## config.mk

```make
export PLATFORM = sky130hd
export DESIGN_NAME = corescore_uart_rx
export DESIGN_NICKNAME = d
export VERILOG_FILES = /design/src/rtl/corescore_uart_rx.sv
export SDC_FILE = /design/constraint.sdc
export NUM_CORES = 1
export LEC_CHECK = 0
export ABC_CLOCK_PERIOD_IN_PS = 2440
export BUFFER_PORTS_ARGS = -buffer_cell sky130_fd_sc_hd__clkbuf_2
export CORE_ASPECT_RATIO = 1.75
export CORE_UTILIZATION = 35
export CTS_BUF_LIST = sky130_fd_sc_hd__clkbuf_8
export DETAILED_ROUTE_END_ITERATION = 8
export PLACE_DENSITY = 0.49
export SLEW_MARGIN = 30
export SYNTH_ARGS = -nofsm -noshare
export SYNTH_HDL_FRONTEND = slang
export SYNTH_SLANG_ARGS = --single-unit
```

## constraint.sdc

```tcl
create_clock -name i_clk -period 2.44 [get_ports i_clk]
set_input_delay 0.488 -clock i_clk [delete_from_list [all_inputs] [get_ports i_clk]]
set_output_delay 0.488 -clock i_clk [all_outputs]
set_load 0.02 [all_outputs]
```

## src/rtl/corescore_uart_rx.sv

```systemverilog
// corescore_uart_rx: UART receiver, 8N1 by default, 8E1 when UART_RX_PARITY_EN is defined.
// Received bytes go to a single holding register on an AXI4-Stream-style master port.
module corescore_uart_rx #(
    parameter int unsigned CLKS_PER_BIT = 278,
    parameter logic [7:0]  EOL_BYTE     = 8'h0A
) (
    input  logic       i_clk,
    input  logic       i_rst_n,
    input  logic       i_uart_rx,
    output logic [7:0] o_tdata,
    output logic       o_tlast,
    output logic       o_tvalid,
    input  logic       i_tready,
    output logic       o_frame_err,
    output logic       o_parity_err,
    output logic       o_overrun
);

    localparam int unsigned     CNT_W    = $clog2(CLKS_PER_BIT);
    localparam logic [CNT_W-1:0] HALF_M1  = CNT_W'(CLKS_PER_BIT / 2 - 1);
    localparam logic [CNT_W-1:0] BIT_LAST = CNT_W'(CLKS_PER_BIT - 1);

`ifdef UART_RX_PARITY_EN
    typedef enum logic [2:0] {IDLE, START, DATA, PARITY, STOP, BREAK} state_t;
`else
    typedef enum logic [2:0] {IDLE, START, DATA, STOP, BREAK} state_t;
`endif

    state_t           state_q, state_d;
    logic             rx_meta_q, rx_s_q;
    logic [CNT_W-1:0] cnt_q, cnt_d;
    logic [2:0]       bitn_q, bitn_d;
    logic [7:0]       shift_q, shift_d;
    logic [7:0]       tdata_q, tdata_d;
    logic             tlast_q, tlast_d;
    logic             tvalid_q, tvalid_d;
    logic             ferr_q, ferr_d;
    logic             overrun_q, overrun_d;
    logic             bad_par;
`ifdef UART_RX_PARITY_EN
    logic             par_q, par_d;
    logic             perr_q, perr_d;
`endif

    always_comb begin
        state_d   = state_q;
        cnt_d     = cnt_q + CNT_W'(1);
        bitn_d    = bitn_q;
        shift_d   = shift_q;
        tdata_d   = tdata_q;
        tlast_d   = tlast_q;
        tvalid_d  = tvalid_q && !i_tready;
        ferr_d    = 1'b0;
        overrun_d = overrun_q;
        bad_par   = 1'b0;
`ifdef UART_RX_PARITY_EN
        par_d     = par_q;
        perr_d    = 1'b0;
        bad_par   = ^{shift_q, par_q};
`endif
        case (state_q)
            IDLE: if (!rx_s_q) state_d = START;
            START: begin
                if (cnt_q == HALF_M1) begin
                    state_d = rx_s_q ? IDLE : DATA;
                    bitn_d  = 3'd0;
                end
            end
            DATA: begin
                if (cnt_q == BIT_LAST) begin
                    shift_d = {rx_s_q, shift_q[7:1]};
                    bitn_d  = bitn_q + 3'd1;
`ifdef UART_RX_PARITY_EN
                    if (bitn_q == 3'd7) state_d = PARITY;
`else
                    if (bitn_q == 3'd7) state_d = STOP;
`endif
                end
            end
`ifdef UART_RX_PARITY_EN
            PARITY: begin
                if (cnt_q == BIT_LAST) begin
                    par_d   = rx_s_q;
                    state_d = STOP;
                end
            end
`endif
            STOP: begin
                // Completion is decided on the stop sample so results appear the next cycle.
                if (cnt_q == BIT_LAST) begin
                    state_d = rx_s_q ? IDLE : BREAK;
                    ferr_d  = !rx_s_q;
`ifdef UART_RX_PARITY_EN
                    perr_d  = bad_par;
`endif
                    if (rx_s_q && !bad_par) begin
                        if (tvalid_q && !i_tready) begin
                            overrun_d = 1'b1;
                        end else begin
                            tdata_d  = shift_q;
                            tlast_d  = (shift_q == EOL_BYTE);
                            tvalid_d = 1'b1;
                        end
                    end
                end
            end
            BREAK: if (rx_s_q) state_d = IDLE;
            default: state_d = IDLE;
        endcase
        if (state_d != state_q) cnt_d = '0;
    end

    always_ff @(posedge i_clk or negedge i_rst_n) begin
        if (!i_rst_n) begin
            rx_meta_q <= 1'b1;
            rx_s_q    <= 1'b1;
            state_q   <= IDLE;
            cnt_q     <= '0;
            bitn_q    <= '0;
            shift_q   <= '0;
            tdata_q   <= '0;
            tlast_q   <= 1'b0;
            tvalid_q  <= 1'b0;
            ferr_q    <= 1'b0;
            overrun_q <= 1'b0;
`ifdef UART_RX_PARITY_EN
            par_q     <= 1'b0;
            perr_q    <= 1'b0;
`endif
        end else begin
            rx_meta_q <= i_uart_rx;
            rx_s_q    <= rx_meta_q;
            state_q   <= state_d;
            cnt_q     <= cnt_d;
            bitn_q    <= bitn_d;
            shift_q   <= shift_d;
            tdata_q   <= tdata_d;
            tlast_q   <= tlast_d;
            tvalid_q  <= tvalid_d;
            ferr_q    <= ferr_d;
            overrun_q <= overrun_d;
`ifdef UART_RX_PARITY_EN
            par_q     <= par_d;
            perr_q    <= perr_d;
`endif
        end
    end

    assign o_tdata     = tdata_q;
    assign o_tlast     = tlast_q;
    assign o_tvalid    = tvalid_q;
    assign o_frame_err = ferr_q;
    assign o_overrun   = overrun_q;
`ifdef UART_RX_PARITY_EN
    assign o_parity_err = perr_q;
`else
    assign o_parity_err = 1'b0;
`endif

endmodule
```

==> flow_summary.ini <==
[clocking]
hold_buffers = 0
cts_sinks = 37
cts_tree = done
clock_latency_ps = 290
cts.path.max_buffers = 2
ctsRootBufferMaster = clkbuf_8
cts_setup_buffers = 0
cts_resized = 0
cts_max_level = 2
cts_buffers = 5
path_clk_slew_ps = 70

[timing]
fin_crit_ps = 2200
report.final.slew_viol_count = 0
slew_headroom = 0.444
tightest_slew_ps = 833
final_hold_viol_count = 0
rsz0062_at_grt = no
setup_viol = 0
fmax_mhz = 454
final.setup.tns_ps = 0
fin_crit_sh = 0.903
hold_slack_ps = 278
fin_skew_ps = 7.26

[pwr]
pwr-share-comb = 0.013
p_leak_nw = 0.999
clockPowerShare = 0.501
p_sw_mw = 0.241
peakVddDrop_v = 0.000396
p_int_mw = 1.03
power.share.sequential = 0.486
p_sw_frac = 0.189
power_density_nw_per_um2 = 624

[synthesis]
synth_edf_count = 0
ys_types = 44
synth_nets = 148
yosysTopAreaCell = dfrtp_1
ys.warnings.count = 0
async_flop_share = 1.00
synthTopCellsByCount = dfrtp_1, nor2_1, nor3_1, mux2_2, mux2_4
synthFlopType = dfrtp_1
synth_area_um2 = 1790
synthCells = 139
synth_top_area_share = 0.490
avgSynthCellArea_um2 = 12.9
synthTopCellsByArea = dfrtp_1, mux2_4, mux2_2
ys_ff_latch = 37
synth_most_common_cell = dfrtp_1
ys_seq_area_frac = 0.520

[critical_path]
path_max_fanout = 13
startpoint_type = flop
worstSetupPathType = flop to flop
crit_chain = inv_1, ha_1, or4bb_1, nor4_4, buf_4, a31oi_1, mux2_2
crit_path_max_incr_delay_ps = 560
worstSetupEndpointType = flop
crit_family = simple AND/OR/NAND/NOR gates
critPathBufInv = 2
cp.arrival_ps = 2380
slowest_stage = or4bb_1
crit_required_ps = 2610

[floorplan]
core_area_um2 = 4930
die_w_um = 56.0
dieArea_um2 = 5410
initial_utilization = 0.362
fp.dieH_um = 96.5
io_pins = 17
num_rows = 34

[global_route]
grt_pass1_wl_um = 5650
grt_overflow = 0
antenna_found_initial = 0
grt_max_degree = 38
grtUsageTotal = 0.138
grt_pass1_vias = 1179

[layout]
fillers = 487
final_util = 0.413
antennaDiodeCount = 0
multi_input_area_um2 = 782
syn_to_final_growth_pct = 13.9
nets = 167
drive_gt1_frac = 0.358
final-seq-area_um2 = 928

[drt]
viasPerCell = 5.22
num_vias = 1111
dr.pass1.iters = 4
drtIter0Drc = 16
ant_nets = 0
wire_per_inst_um = 15.4
wl_um = 3270
drc = 0

[place]
hpwl_um = 2450
io_buffers = 15
gp_congestion = 0.744

[run]
max_cap_viol_count = 0

[outcome]
status = completed

[min_path]
worstHoldPathType = input pin to flop
## layout make-up
cell class / count / area share
clock buffer: 5 / 0.0338
clock inverter: 3 / 0.0338
inverter: 4 / 0.00738
multi-input combinational: 91 / 0.384
sequential: 37 / 0.456
tap: 54 / 0.0332
timing repair buffer: 19 / 0.0516
## flip-flops by register name, indices dropped and copies added (netlist names)
name,count
bitn_q,3
cnt_q,9
o_frame_err,1
o_overrun,1
o_tdata,8
o_tlast,1
o_tvalid,1
rx_meta_q,1
rx_s_q,1
shift_q,8
state_q,3
## metrics by stage
stage | instance area (µm²) | setup slack [ps] | power (mW) | cells
final | 2040 | 237 | 1.27 | 213
after global routing | 2040 | 118 | 1.32 | 213
after floorplan | 1790 | 323 | 0.633 | 139
after CTS | 2040 | 229 | 1.30 | 213
after global placement | 1900 | 279 | 0.646 | 205
after detailed placement | 1900 | 241 | 0.647 | 205
## power groups by stage
stage / Sequential (mW) / Clock (mW) / Combinational [mW]
finish: 0.617 / 0.637 / 0.0165
global route: 0.618 / 0.684 / 0.0193
CTS: 0.617 / 0.660 / 0.0177
detailed placement: 0.629 / 0 / 0.0176
global placement: 0.629 / 0 / 0.0172
floorplan: 0.629 / 0 / 0.00387
## layout by cell type, fill, tap and decap left out, types with 2 or more instances in the layout
cell type | netlist | routed
nand2_1 | 4 | 4
xor2_1 | 4 | 4
nand4_1 | 2 | 2
mux2_4 | 8 | 8
a31oi_1 | 3 | 3
and3_1 | 2 | 2
nand3_1 | 4 | 4
nor2_1 | 10 | 10
ha_1 | 5 | 5
a22o_1 | 2 | 2
mux2_2 | 9 | 9
and4bb_2 | 2 | 2
bufinv_16 | 0 | 2
dfstp_2 | 2 | 2
xnor2_1 | 3 | 3
nor3_1 | 10 | 10
mux2i_1 | 2 | 2
buf_4 | 2 | 4
dfrtp_1 | 35 | 35
clkbuf_2 | 1 | 14
clkbuf_8 | 1 | 5
inv_1 | 4 | 4
## routing by layer
| layer | global-route usage | vias to the layer above | part of all wire |
|---|---|---|---|
| met1 | 0.141 | 553 | 0.37 |
| met3 | 0.0320 | 5 | 0.027 |
| met2 | 0.267 | 17 | 0.58 |
| li1 | - | 536 | - |
| met5 | 0 | - | 0 |
| met4 | 0.0549 | 0 | 0.019 |
## worst paths after layout
path | from | end | slack, ps | cells after the start
max in group asynchronous | i_rst_n | cnt_q[6] | 1620 | 1
min | i_uart_rx | rx_meta_q | 280 | 1
min in group asynchronous | i_rst_n | o_tlast | 300 | 1
max reg2reg | cnt_q[1] | bitn_q[0] | 240 | 7
max | cnt_q[1] | bitn_q[0] | 240 | 7
min reg2reg | rx_meta_q | rx_s_q | 360 | 0
## cell families (layout without fill, tap and decap cells)
logic type                 Yosys count  in the layout  share of synthesized area
AOI/OAI and AO/OA                    7              7                     0.0294
and+or+nand+nor                     51             51                      0.189
other                                1              1                    0.00210
DFF                                 37             37                      0.520
buffers and inverters               11             31                     0.0427
adders and majority gates            5              5                     0.0350
muxes                               20             20                      0.148
xor gates and xnor gates             7              7                     0.0343
(Power assumes the default switching activity.)
